## config.mk

```make
export PLATFORM = sky130hd
export DESIGN_NAME = key_event_flat
export DESIGN_NICKNAME = d
export VERILOG_FILES = /design/src/rtl/key_event_pkg.sv /design/src/rtl/key_event_if.sv /design/src/rtl/key_edge.sv /design/src/rtl/key_event.sv /design/src/flat_wrapper.sv
export SDC_FILE = /design/constraint.sdc
export NUM_CORES = 1
export LEC_CHECK = 0
export CAP_MARGIN = 10
export CELL_PAD_IN_SITES_DETAIL_PLACEMENT = 1
export CELL_PAD_IN_SITES_GLOBAL_PLACEMENT = 1
export CORE_ASPECT_RATIO = 1.2
export CORE_MARGIN = 5
export CORE_UTILIZATION = 40
export DETAILED_ROUTE_END_ITERATION = 8
export PLACE_DENSITY_LB_ADDON = 0.3
export SLEW_MARGIN = 40
export SYNTH_ARGS = -nofsm -noshare
export SYNTH_HDL_FRONTEND = slang
export SYNTH_SLANG_ARGS = --single-unit
```

## constraint.sdc

```tcl
create_clock -name clk_100kHz -period 2.3 [get_ports clk_100kHz]
set_clock_uncertainty 0.2 [all_clocks]
set_input_delay 0.46 -clock clk_100kHz [delete_from_list [all_inputs] [get_ports clk_100kHz]]
set_output_delay 0.46 -clock clk_100kHz [all_outputs]
set_load 0.005 [all_outputs]
```

## src/rtl/key_event_pkg.sv

```systemverilog
// key_event_pkg: shared types and default timing constants for the key
// gesture classifier.
//   state_t            - gesture state encoding used by key_event
//   *_CYCLES_DEF       - default timing parameters (100 kHz scan clock)
//   max3()             - helper used to size the shared counter
package key_event_pkg;

    typedef enum logic [2:0] {
        IDLE,
        PRESS1,
        WAIT2,
        PRESS2,
        LONG
    } state_t;

    localparam int unsigned LONG_CYCLES_DEF   = 100000;
    localparam int unsigned DBL_CYCLES_DEF    = 30000;
    localparam int unsigned REPEAT_CYCLES_DEF = 20000;

    function automatic int unsigned max3(input int unsigned a,
                                         input int unsigned b,
                                         input int unsigned c);
        int unsigned m;
        m = a;
        if (b > m) m = b;
        if (c > m) m = c;
        return m;
    endfunction

endpackage

```

## src/rtl/key_event_if.sv

```systemverilog
// key_event_if: key level in, gesture events out.
//   key_in      - debounced key level, 1 = pressed
//   press       - pulse on every accepted press
//   key_release - pulse on release of a tracked press
//   click       - pulse on a single click
//   dbl_click   - pulse on the second press of a double click
//   long_press  - pulse when a first press is held long enough
//   key_repeat  - periodic pulse while a long press is held
//   holding     - level, high while a press is being tracked
// master: key source / event consumer side; slave: the classifier.
interface key_event_if;

    logic key_in;
    logic press;
    logic key_release;
    logic click;
    logic dbl_click;
    logic long_press;
    logic key_repeat;
    logic holding;

    modport master (
        output key_in,
        input  press, key_release, click, dbl_click,
        input  long_press, key_repeat, holding
    );

    modport slave (
        input  key_in,
        output press, key_release, click, dbl_click,
        output long_press, key_repeat, holding
    );

endinterface

```

## src/rtl/key_edge.sv

```systemverilog
// key_edge: registers the key level once and flags rising/falling edges.
//   clk_100kHz - scan clock
//   rst        - synchronous active-high reset
//   i_key      - debounced key level
//   o_rise     - key_in high while the registered copy is low
//   o_fall     - key_in low while the registered copy is high
module key_edge (
    input  logic clk_100kHz,
    input  logic rst,
    input  logic i_key,
    output logic o_rise,
    output logic o_fall
);

    logic r_key_q;

    // Reset value 1: a key already held through reset yields no rise,
    // so a fresh press is needed before anything is reported.
    always_ff @(posedge clk_100kHz) begin
        if (rst) r_key_q <= 1'b1;
        else     r_key_q <= i_key;
    end

    assign o_rise = i_key & ~r_key_q;
    assign o_fall = ~i_key & r_key_q;

endmodule

```

## src/rtl/key_event.sv

```systemverilog
// key_event: classifies a debounced key level into press, release, click,
// double click, long press and auto-repeat pulses plus a holding level.
//   clk_100kHz - scan clock, all logic on its rising edge
//   rst        - synchronous active-high reset
//   bus        - key_event_if.slave: key_in in, registered events out
// Parameters: LONG_CYCLES, DBL_CYCLES, REPEAT_CYCLES (each >= 2).
module key_event
    import key_event_pkg::*;
#(
    parameter int unsigned LONG_CYCLES   = LONG_CYCLES_DEF,
    parameter int unsigned DBL_CYCLES    = DBL_CYCLES_DEF,
    parameter int unsigned REPEAT_CYCLES = REPEAT_CYCLES_DEF
) (
    input  logic        clk_100kHz,
    input  logic        rst,
    key_event_if.slave  bus
);

    localparam int unsigned CNT_W = $clog2(max3(LONG_CYCLES, DBL_CYCLES, REPEAT_CYCLES));

    localparam logic [CNT_W-1:0] LONG_LAST   = CNT_W'(LONG_CYCLES - 1);
    localparam logic [CNT_W-1:0] DBL_LAST    = CNT_W'(DBL_CYCLES - 1);
    localparam logic [CNT_W-1:0] REPEAT_LAST = CNT_W'(REPEAT_CYCLES - 1);

    logic w_rise;
    logic w_fall;

    state_t           r_state, w_state_nxt;
    logic [CNT_W-1:0] r_cnt, w_cnt_nxt;

    logic r_press, r_release, r_click, r_dbl, r_long, r_repeat, r_holding;
    logic w_press, w_release, w_click, w_dbl, w_long, w_repeat, w_holding;

    key_edge u_edge (
        .clk_100kHz (clk_100kHz),
        .rst        (rst),
        .i_key      (bus.key_in),
        .o_rise     (w_rise),
        .o_fall     (w_fall)
    );

    // Next state, next counter and next pulse values. Edge events take
    // priority over counter thresholds, so a release on the long
    // threshold stays a short press and a press on the double-click
    // timeout stays a double click.
    always_comb begin
        w_state_nxt = r_state;
        w_cnt_nxt   = r_cnt;
        w_press     = 1'b0;
        w_release   = 1'b0;
        w_click     = 1'b0;
        w_dbl       = 1'b0;
        w_long      = 1'b0;
        w_repeat    = 1'b0;

        case (r_state)
            IDLE: begin
                w_cnt_nxt = '0;
                if (w_rise) begin
                    w_state_nxt = PRESS1;
                    w_press     = 1'b1;
                end
            end

            PRESS1: begin
                if (w_fall) begin
                    w_state_nxt = WAIT2;
                    w_cnt_nxt   = '0;
                    w_release   = 1'b1;
                end else if (r_cnt == LONG_LAST) begin
                    w_state_nxt = LONG;
                    w_cnt_nxt   = '0;
                    w_long      = 1'b1;
                end else begin
                    w_cnt_nxt = r_cnt + 1'b1;
                end
            end

            WAIT2: begin
                if (w_rise) begin
                    w_state_nxt = PRESS2;
                    w_cnt_nxt   = '0;
                    w_press     = 1'b1;
                    w_dbl       = 1'b1;
                end else if (r_cnt == DBL_LAST) begin
                    w_state_nxt = IDLE;
                    w_cnt_nxt   = '0;
                    w_click     = 1'b1;
                end else begin
                    w_cnt_nxt = r_cnt + 1'b1;
                end
            end

            PRESS2: begin
                w_cnt_nxt = '0;
                if (w_fall) begin
                    w_state_nxt = IDLE;
                    w_release   = 1'b1;
                end
            end

            LONG: begin
                if (w_fall) begin
                    w_state_nxt = IDLE;
                    w_cnt_nxt   = '0;
                    w_release   = 1'b1;
                end else if (r_cnt == REPEAT_LAST) begin
                    w_cnt_nxt = '0;
                    w_repeat  = 1'b1;
                end else begin
                    w_cnt_nxt = r_cnt + 1'b1;
                end
            end

            default: begin
                w_state_nxt = IDLE;
                w_cnt_nxt   = '0;
            end
        endcase

        // holding follows the registered state, so it rises with press
        // and drops with release in the same cycle as those pulses.
        w_holding = (w_state_nxt == PRESS1) || (w_state_nxt == PRESS2) ||
                    (w_state_nxt == LONG);
    end

    always_ff @(posedge clk_100kHz) begin
        if (rst) begin
            r_state   <= IDLE;
            r_cnt     <= '0;
            r_press   <= 1'b0;
            r_release <= 1'b0;
            r_click   <= 1'b0;
            r_dbl     <= 1'b0;
            r_long    <= 1'b0;
            r_repeat  <= 1'b0;
            r_holding <= 1'b0;
        end else begin
            r_state   <= w_state_nxt;
            r_cnt     <= w_cnt_nxt;
            r_press   <= w_press;
            r_release <= w_release;
            r_click   <= w_click;
            r_dbl     <= w_dbl;
            r_long    <= w_long;
            r_repeat  <= w_repeat;
            r_holding <= w_holding;
        end
    end

    assign bus.press       = r_press;
    assign bus.key_release = r_release;
    assign bus.click       = r_click;
    assign bus.dbl_click   = r_dbl;
    assign bus.long_press  = r_long;
    assign bus.key_repeat  = r_repeat;
    assign bus.holding     = r_holding;

endmodule
```

## src/flat_wrapper.sv

```systemverilog
// flat-port wrapper written by rule: the top's interface ports become plain ports
module key_event_flat import key_event_pkg::*;
#(
    parameter int unsigned LONG_CYCLES   = LONG_CYCLES_DEF,
    parameter int unsigned DBL_CYCLES    = DBL_CYCLES_DEF,
    parameter int unsigned REPEAT_CYCLES = REPEAT_CYCLES_DEF
)
  (clk_100kHz, rst, bus_key_in, bus_press, bus_key_release, bus_click, bus_dbl_click, bus_long_press, bus_key_repeat, bus_holding);
  key_event_if bus_i ();
  input  logic clk_100kHz;
  input  logic rst;
  input wire logic [$bits(bus_i.key_in)-1:0] bus_key_in;
  output wire logic [$bits(bus_i.press)-1:0] bus_press;
  output wire logic [$bits(bus_i.key_release)-1:0] bus_key_release;
  output wire logic [$bits(bus_i.click)-1:0] bus_click;
  output wire logic [$bits(bus_i.dbl_click)-1:0] bus_dbl_click;
  output wire logic [$bits(bus_i.long_press)-1:0] bus_long_press;
  output wire logic [$bits(bus_i.key_repeat)-1:0] bus_key_repeat;
  output wire logic [$bits(bus_i.holding)-1:0] bus_holding;
  assign bus_i.key_in = bus_key_in;
  assign bus_press = bus_i.press;
  assign bus_key_release = bus_i.key_release;
  assign bus_click = bus_i.click;
  assign bus_dbl_click = bus_i.dbl_click;
  assign bus_long_press = bus_i.long_press;
  assign bus_key_repeat = bus_i.key_repeat;
  assign bus_holding = bus_i.holding;
  key_event #(.LONG_CYCLES(LONG_CYCLES), .DBL_CYCLES(DBL_CYCLES), .REPEAT_CYCLES(REPEAT_CYCLES)) u_core (.clk_100kHz(clk_100kHz), .rst(rst), .bus(bus_i));
endmodule
```

==> reports/results.tsv, run 1 <==
stage	metric	value	unit
timing	Period minus WS final	2.03	ns
pwr	Seq pwr share	53.2	%
timing	endpoints failing hold	0	
critical_path	Worst setup EP type	flip-flop	
drt	DRC	0	
timing	final period utilization	88.2	%
timing	Slew @ Worst Pin	0.489	ns
yosys	top cells by area, synth	dfxtp_1 (42%), xnor2_1 (5.8%), a21oi_1 (5.2%), nand4_1 (2.8%), nor2b_1 (2.8%)	
floorplanning	Chip Height	73.6	µm
clock_tree	Worst-Skew Late Latency	0.28	ns
pwr	Static Leakage	0.520	nW
global_routing	initial antenna violation count	0	
timing	fmax	0.493	GHz
pwr	Sw Share	19.8	%
hold_path	hold crit path type	reg -> reg	
clock_tree	CTS tree	yes	
floorplanning	Top Ports	10	
critical_path	crit-path max FO	17	
clock_tree	Clock transition at path regs	0.10	ns
finish	n_diodes	0	
pwr	Sw Pwr	0.183	mW
floorplanning	Die X-Extent	63.0	µm
clock_tree	Longest Clk Path Bufs	2	
timing	Max transition margin	67.2	%
global_routing	first-pass GRT wire length	5410	µm
yosys	Yosys reg bits	28	
run_status	status	completed	
finish	synthesis-to-layout area growth	21.0	%
drt	routed vias/inst	5.76	
finish	FILL cells	398	
clock_tree	Clock Sinks	28	
timing	PnR worst setup slack	0.272	ns
finish	most frequent cells in the layout	dfxtp_1 (28), a21oi_1 (14), buf_4 (13)	
place	Port-buffer cells	9	
pwr	Gate power share	4.2	%
yosys	Cell Area, Synth	1350	µm²
global_routing	gr usage total	14.5	%
floorplanning	Initial Util	40.8	%
flow_run	maxcap violations	0	
global_routing	largest net degree at the start of global routing	18	
yosys	Gate Count Post-Synth	148	
yosys	Syn. warnings	0	
yosys	Synth top area share	41.6	%
floorplanning	# rows	23	
place	worst slack, placed	-0.311	ns
yosys	syn_area_per_cell	9.11	µm²
pwr	clock share of power	42.5	%
drt	via count	1186	
pwr	worst ir drop on vdd	0.000255	V
pwr	power per standard cell area	567	nW/µm²
yosys	Synth cell types	42	
timing	Slew Viols, Final	0	
drt	WL/cell	15.8	µm
clock_tree	Post-CTS Hold Buffers	0	
yosys	Mapped Nets	152	
clock_tree	CTS Buf Count	3	
pwr	Pint	0.743	mW
timing	Final setup viols	0	
place	RePlAce Congestion	0.818	
global_routing	vias in the first global route	1233	
drt	Post-DRT Antenna Nets	0	
critical_path	CP required	2.24	ns
drt	Routed WL	3250	µm
pwr	Tot Pwr	0.925	mW
yosys	area leader, netlist	dfxtp_1	
drt	First-pass DRT Iterations	4	
clock_tree	Clock Tree Root	clkbuf_8	
finish	Final nets	174	
finish	commonest non-fill, non-tap cell in the layout	dfxtp_1	
finish	layout cells sized above 1	15.4	%
critical_path	CP Class	reg -> reg	
floorplanning	Placeable Area	3310	µm²
floorplanning	die area	4640	µm²
clock_tree	number of H-tree levels	1	
place	Final HPWL DP	2420	µm
timing	RSZ-0062 raised after global routing	false	
critical_path	CP startpoint kind	flip-flop	
global_routing	grt ovf	0	
yosys	register area share after synthesis	41.6	%
critical_path	Worst EP arrival	1.97	ns
drt	Iter 0 DRT Violations	54	
[path summary, 6_finish.rpt]
kind / startpoint / end / slack (ns) / cells after the start
min: u_core.r_cnt[0] / u_core.r_cnt[0] / 0.28 / 1
max reg2reg: u_core.r_cnt[0] / u_core.r_cnt[16] / 0.27 / 5
max: u_core.r_cnt[0] / u_core.r_cnt[16] / 0.27 / 5
min reg2reg: u_core.r_cnt[0] / u_core.r_cnt[0] / 0.28 / 1
[logic make-up (layout without fill, tap and decap cells)]
kind of cell    Yosys count  after routing  synth area share [%]
simple gates             66             66                  31.9
compound gates           31             31                  14.6
flops                    28             28                  41.6
xor+xnor                 11             11                  7.14
buf+inv                  11             32                  3.90
fa+ha+maj                 1              1                 0.927
[timing repair]
item / CTS / global route
pin swaps: 1 / 0
endpoints found under the hold margin: 0 / 0
setup buffers: 2 / 0
endpoints found under the setup margin: 3 / 7
gates resized for setup: 0 / 1
[area by class of cell]
class / count / area (µm²) / share of cell area (%)
Multi-Input combinational cell: 109 / 743 / 45.6
Sequential cell: 28 / 561 / 34.4
Timing Repair Buffer: 22 / 188 / 11.5
Tap cell: 37 / 46.3 / 2.84
Clock buffer: 3 / 41.3 / 2.53
Clock inverter: 1 / 30.0 / 1.84
Inverter: 6 / 22.5 / 1.38
[state kept, by name, indices dropped and copies added, names as in the netlist]
| signal | cells |
|---|---|
| u_core.bus.click | 1 |
| u_core.u_edge.r_key_q | 1 |
| u_core.bus.long_press | 1 |
| u_core.bus.press | 1 |
| u_core.bus.dbl_click | 1 |
| u_core.r_cnt | 17 |
| u_core.r_state | 3 |
| u_core.bus.key_release | 1 |
| u_core.bus.holding | 1 |
| u_core.bus.key_repeat | 1 |
[per-layer routing]
layer / wire length [µm] / vias to the layer above / share of wire [%] / global-route usage [%]
li1: - / 581 / - / -
met3: 74 / 9 / 2.3 / 2.45
met2: 1720 / 14 / 53 / 27.7
met5: 0 / - / 0 / 0
met4: 80 / 0 / 2.5 / 6.60
met1: 1380 / 582 / 42 / 15.2
[cells in the mapped netlist (all sizes together)]
cell and n:
xor2 2, nor4 5, and3 3, a21o 1, clkbuf 3, a22oi 4
o22a 1, ha 1, buf 2, and4bb 1, or4 1, xnor2 9
and4b 2, nor2 7, or3 2, and2 1, nor4b 4, a2bb2oi 1
nor2b 6, nor3 7, nor4bb 1, inv 6, dfxtp 28, or4b 2
a31oi 1, o21ai 7, a21boi 1, nand2 4, a21oi 14, or2 2
a31o 1, nand3 5, nand3b 2, nand2b 4, nand4 7
[critical path, stage by stage (launching register included)]
cell and delay, ns:
dfxtp_1 0.39, ha_1 0.22, and4b_1 0.25, nand3b_1 0.18
o21ai_4 0.47, a22oi_1 0.17
[power by group through the flow]
stage | Clock [mW] | Sequential, mW | Combinational, mW
final | 0.393 | 0.493 | 0.0392
after global routing | 0.420 | 0.494 | 0.0429
after CTS | 0.397 | 0.493 | 0.0393
after detailed placement | 0 | 0.504 | 0.0380
after global placement | 0 | 0.504 | 0.0366
after floorplan | 0 | 0.502 | 0.0202
[through the flow]
stage | area (µm²) | utilization [%] | hold slack (ns) | instances | setup TNS (ns)
after CTS | 1620 | 49.1 | 0.286 | 206 | 0
after detailed placement | 1540 | 46.5 | 0.271 | 200 | -4.50
after global routing | 1630 | 49.3 | 0.313 | 206 | 0
after global placement | 1540 | 46.5 | 0.256 | 200 | -2.59
after floorplan | 1350 | - | 0.231 | 148 | 0
final | 1630 | 49.3 | 0.283 | 206 | 0
No activity file was read; power rests on OpenSTA's default activity.
==> run 2, diff against run 1 <==
--- a/config.mk
+++ b/config.mk
@@ -8,9 +8,8 @@
 export CAP_MARGIN = 10
 export CELL_PAD_IN_SITES_DETAIL_PLACEMENT = 1
 export CELL_PAD_IN_SITES_GLOBAL_PLACEMENT = 1
-export CORE_ASPECT_RATIO = 1.2
 export CORE_MARGIN = 5
-export CORE_UTILIZATION = 40
+export CORE_UTILIZATION = 43
 export DETAILED_ROUTE_END_ITERATION = 8
 export PLACE_DENSITY_LB_ADDON = 0.3
 export SLEW_MARGIN = 40
==> reports/results.tsv, run 2 (synthesis gave the netlist of run 1 again) <==
stage	metric	value	unit
pwr	Static Leakage	0.515	nW
place	dpl cell area	1550	µm²
finish	most frequent cells in the layout	dfxtp_1 (28), a21oi_1 (14), buf_4 (12)	
finish	Final nets	174	
clock_tree	Clock Tree Root	clkbuf_4	
clock_tree	Worst-Skew Late Latency	0.35	ns
finish	layout cells sized above 1	15.4	%
flow_run	maxcap violations	0	
global_routing	first-pass GRT wire length	5980	µm
critical_path	Worst EP arrival	2.13	ns
drt	Iter 0 DRT Violations	58	
place	RePlAce Congestion	0.815	
pwr	power per standard cell area	533	nW/µm²
critical_path	CP cell instances	nor4bb_1, nand4_1, a22oi_2, buf_6, a22oi_1	
hold_path	Hold Path Stages	1	
place	Final HPWL DP	2640	µm
clock_tree	CTS tree	yes	
pwr	Sw Pwr	0.179	mW
pwr	worst ir drop on vdd	0.000342	V
floorplanning	# rows	20	
global_routing	initial antenna violation count	0	
critical_path	CP required	2.33	ns
pwr	clock share of power	38.3	%
hold_path	hold endpoint	u_core.r_cnt[0]	
critical_path	r2r worst-path depth	5	
clock_tree	Longest Clk Path Bufs	2	
run_status	status	completed	
timing	Slew @ Worst Pin	0.476	ns
critical_path	crit-path max cell delay	0.46	ns
pwr	Gate power share	4.6	%
timing	Max transition margin	68.1	%
global_routing	grt ovf	0	
pwr	Tot Pwr	0.866	mW
hold_path	hold crit path type	reg -> reg	
floorplanning	Initial Util	44.5	%
drt	Post-DRT Antenna Nets	0	
floorplanning	Top Ports	10	
finish	synthesis-to-layout area growth	20.5	%
clock_tree	CTS Buf Count	3	
floorplanning	Placeable Area	3030	µm²
critical_path	FF-to-FF setup slack	0.19	ns
finish	Post-Layout Cell Count	213	
drt	First-pass DRT Iterations	4	
finish	FILL cells	361	
critical_path	worst r2r src	u_core.r_cnt[11]	
critical_path	Worst path slowest cell	dfxtp_1	
drt	DRC	0	
global_routing	gr usage total	18.0	%
finish	Biggest register	u_core.r_cnt	
finish	commonest non-fill, non-tap cell in the layout	dfxtp_1	
drt	routed vias/inst	5.76	
critical_path	CP startpoint kind	flip-flop	
floorplanning	Chip Height	66.0	µm
pwr	Sw Share	20.7	%
clock_tree	Clock transition at path regs	0.15	ns
clock_tree	Post-CTS Hold Buffers	0	
place	Port-buffer cells	9	
timing	final period utilization	91.6	%
drt	Routed WL	3600	µm
finish	fin area	1630	µm²
drt	WL/cell	16.9	µm
floorplanning	die area	4360	µm²
place	placed cells	208	
finish	number of flip-flops in the largest register	17	
timing	Slew Viols, Final	0	
finish	area occupied by multi-input gates	743	µm²
critical_path	crit-path max FO	11	
critical_path	Worst setup EP type	flip-flop	
global_routing	vias in the first global route	1246	
global_routing	largest net degree at the start of global routing	18	
hold_path	hold path startpoint	u_core.r_cnt[0]	
finish	Largest regs	u_core.r_cnt x17, u_core.r_state x3	
timing	RSZ-0062 raised after global routing	false	
pwr	Pint	0.687	mW
clock_tree	Clock Sinks	28	
finish	register area	561	µm²
timing	fmax	0.475	GHz
clock_tree	number of H-tree levels	1	
finish	n_diodes	0	
timing	endpoints failing hold	0	
place	worst slack, placed	-0.232	ns
critical_path	CP Class	reg -> reg	
pwr	Seq pwr share	57.2	%
timing	PnR worst setup slack	0.194	ns
clock_tree	postcts setup bufs	0	
drt	via count	1226	
timing	Final setup viols	0	
floorplanning	Die X-Extent	66.0	µm
timing	Period minus WS final	2.11	ns
critical_path	r2r endpoint	u_core.r_cnt[16]	
run 2: area by class of cell:
| cell class | instances | area share [%] |
|---|---|---|
| clock buffers | 3 | 1.39 |
| clock inverters | 1 | 1.85 |
| inverters | 6 | 1.39 |
| multi-input cells | 109 | 45.7 |
| flip-flops and latches | 28 | 34.5 |
| well taps | 44 | 3.39 |
| repair buffers | 22 | 11.8 |
run 2: critical path: cells and delay by family, from the launching register on:
| kind | cells | cell delay (ns) |
|---|---|---|
| DFF | 1 | 0.46 |
| buffers and inverters | 1 | 0.21 |
| and+or+nand+nor | 2 | 0.62 |
| AOI/OAI and AO/OA | 2 | 0.49 |
run 2: what timing repair did:
item / in CTS / in global routing
pin swaps: 1 / 0
gates resized for setup: 0 / 1
setup endpoints to repair: 6 / 4
run 2: layer usage:
layer  global-route usage (%)  part of all wire [%]
met1                     20.2                    41
met2                     33.2                    54
met3                     2.89                   2.8
met4                     7.36                   2.6
met5                        0                     0
run 2: power groups by stage:
stage | Combinational, mW | Clock [mW] | Sequential (mW)
finish | 0.0397 | 0.331 | 0.495
global route | 0.0428 | 0.371 | 0.497
CTS | 0.0386 | 0.340 | 0.495
detailed placement | 0.0384 | 0 | 0.505
global placement | 0.0361 | 0 | 0.505
floorplan | 0.0202 | 0 | 0.502
run 2: worst max-delay path by stage:
stage | cells after the start | slack [ns] | from | end
detailed placement | 5 | -0.23 | rst | u_core.r_cnt[13]
CTS | 5 | 0.00008 | u_core.r_cnt[0] | u_core.r_cnt[1]
global placement | 5 | -0.11 | rst | u_core.r_cnt[16]
floorplan | 6 | 0.48 | u_core.r_cnt[0] | u_core.r_cnt[14]
global route | 6 | 0.12 | u_core.r_cnt[0] | u_core.r_cnt[13]
finish | 5 | 0.19 | u_core.r_cnt[11] | u_core.r_cnt[16]
run 2: through the flow:
| stage | util (%) | TNS (ns) | hold slack (ns) |
|---|---|---|---|
| 5_1_grt | 53.7 | 0 | 0.328 |
| 3_5_place_dp | 51.3 | -3.29 | 0.278 |
| 6_report | 53.7 | 0 | 0.296 |
| 4_1_cts | 53.1 | 0 | 0.299 |
| 2_1_floorplan | - | 0 | 0.231 |
| 3_3_place_gp | 51.3 | -1.27 | 0.256 |
==> run 3, diff against run 2 <==
--- a/config.mk
+++ b/config.mk
@@ -12,7 +12,7 @@
 export CORE_UTILIZATION = 43
 export DETAILED_ROUTE_END_ITERATION = 8
 export PLACE_DENSITY_LB_ADDON = 0.3
-export SLEW_MARGIN = 40
+export SLEW_MARGIN = 15
 export SYNTH_ARGS = -nofsm -noshare
 export SYNTH_HDL_FRONTEND = slang
 export SYNTH_SLANG_ARGS = --single-unit
==> reports/results.tsv, run 3 (synthesis gave the netlist of run 1 again) <==
stage	metric	value	unit
clock_tree	Clock transition at path regs	0.16	ns
clock_tree	Longest Clk Path Bufs	2	
critical_path	Worst EP arrival	2.09	ns
clock_tree	CTS tree	yes	
timing	fmax	0.486	GHz
flow_run	maxcap violations	0	
timing	Max transition margin	66.7	%
critical_path	CP cell instances	ha_1, and4b_1, nand3b_1, o21ai_4, a22oi_1	
hold_path	hold crit path type	reg -> reg	
global_routing	first-pass GRT wire length	5980	µm
place	Final HPWL DP	2640	µm
global_routing	initial antenna violation count	0	
drt	Post-DRT Antenna Nets	0	
timing	PnR worst setup slack	0.243	ns
finish	n_diodes	0	
drt	First-pass DRT Iterations	4	
critical_path	buffers and inverters on the worst path	0	
drt	routed vias/inst	5.70	
place	Port-buffer cells	9	
place	RePlAce Congestion	0.815	
finish	synthesis-to-layout area growth	21.2	%
clock_tree	Worst-Skew Late Latency	0.35	ns
pwr	Tot Pwr	0.867	mW
timing	Slew @ Worst Pin	0.497	ns
drt	Iter 0 DRT Violations	77	
timing	Slew Viols, Final	0	
floorplanning	die area	4360	µm²
critical_path	Worst path slowest cell	o21ai_4	
timing	Final setup viols	0	
global_routing	grt ovf	0	
drt	Routed WL	3590	µm
critical_path	crit-path max cell delay	0.48	ns
timing	endpoints failing hold	0	
run_status	status	completed	
pwr	power per standard cell area	531	nW/µm²
clock_tree	Clock Sinks	28	
finish	Final nets	174	
finish	layout cells sized above 1	15.4	%
critical_path	crit-path max FO	17	
drt	DRC	0	
pwr	Static Leakage	0.520	nW
timing	Period minus WS final	2.06	ns
finish	number of flip-flops in the largest register	17	
floorplanning	Top Ports	10	
place	worst slack, placed	-0.232	ns
drt	WL/cell	16.8	µm
clock_tree	Clock Tree Root	clkbuf_4	
timing	Hold Slack	0.294	ns
floorplanning	Die X-Extent	66.0	µm
critical_path	CP required	2.33	ns
floorplanning	Chip Height	66.0	µm
clock_tree	number of H-tree levels	1	
clock_tree	CTS Buf Count	3	
pwr	worst ir drop on vdd	0.000342	V
finish	Largest regs	u_core.r_cnt x17, u_core.r_state x3	
critical_path	Worst setup EP type	flip-flop	
critical_path	CP startpoint kind	flip-flop	
timing	final period utilization	89.4	%
finish	commonest non-fill, non-tap cell in the layout	dfxtp_1	
finish	Biggest register	u_core.r_cnt	
global_routing	gr usage total	18.0	%
critical_path	CP Class	reg -> reg	
floorplanning	# rows	20	
global_routing	vias in the first global route	1246	
floorplanning	Placeable Area	3030	µm²
finish	most frequent cells in the layout	dfxtp_1 (28), a21oi_1 (14), buf_4 (12)	
global_routing	largest net degree at the start of global routing	18	
drt	via count	1214	
critical_path	Worst path top cell family by delay	compound AO/OA/AOI/OAI gates	
timing	RSZ-0062 raised after global routing	false	
floorplanning	Initial Util	44.5	%
==> run 3: layout make-up <==
type / count / area [µm²]
fill: 356 / 1390
clock buffer: 3 / 22.5
tap: 44 / 55.1
clock inverter: 1 / 30.0
timing repair buffer: 22 / 200
multi-input combinational: 109 / 743
sequential: 28 / 561
inverter: 6 / 22.5
==> run 3: repair_timing <==
action / in CTS / in global routing
gates resized for setup: 0 / 1
buffers inserted: 0 / 1
setup endpoints to repair: 6 / 17
pin swaps: 1 / 1
hold buffers: 0 / 0
==> run 3: through the flow <==
step	util (%)	instances	TNS (ns)	area, µm²
after detailed placement	51.3	208	-3.29	1550
after CTS	53.1	212	0	1610
final	54.0	213	0	1630
after global placement	51.3	208	-1.27	1550
after global routing	54.0	213	0	1630
after floorplan	-	148	0	1350
==> run 3: where the power goes <==
group          switching [mW]  internal, mW
Sequential            0.00551         0.490
Combinational          0.0187        0.0214
Clock                   0.155         0.177
==> run 3: worst paths after layout <==
check	depth (start not counted)	from	end	slack, ns
worst min register to register	1	u_core.r_cnt[0]	u_core.r_cnt[0]	0.29
worst max-delay path	5	u_core.r_cnt[0]	u_core.r_cnt[16]	0.24
worst max register to register	5	u_core.r_cnt[0]	u_core.r_cnt[16]	0.24
worst min-delay path	1	u_core.r_cnt[0]	u_core.r_cnt[0]	0.29
==> run 3: worst reg2reg max path, delay by kind of cell (launching register included) <==
kind                     cells  cell delay, ns
adder cells (fa/ha/maj)      1            0.22
AO/OA/AOI/OAI                2            0.65
flip-flops                   1            0.41
AND/OR/NAND/NOR              2            0.47
==> run 3: per-layer routing <==
metal	track usage, %	part of all wire (%)	vias to the layer above
met5	0	0	-
met4	7.36	2.3	0
met3	2.89	2.5	7
met2	33.2	55	14
met1	20.2	41	609
li1	-	-	584
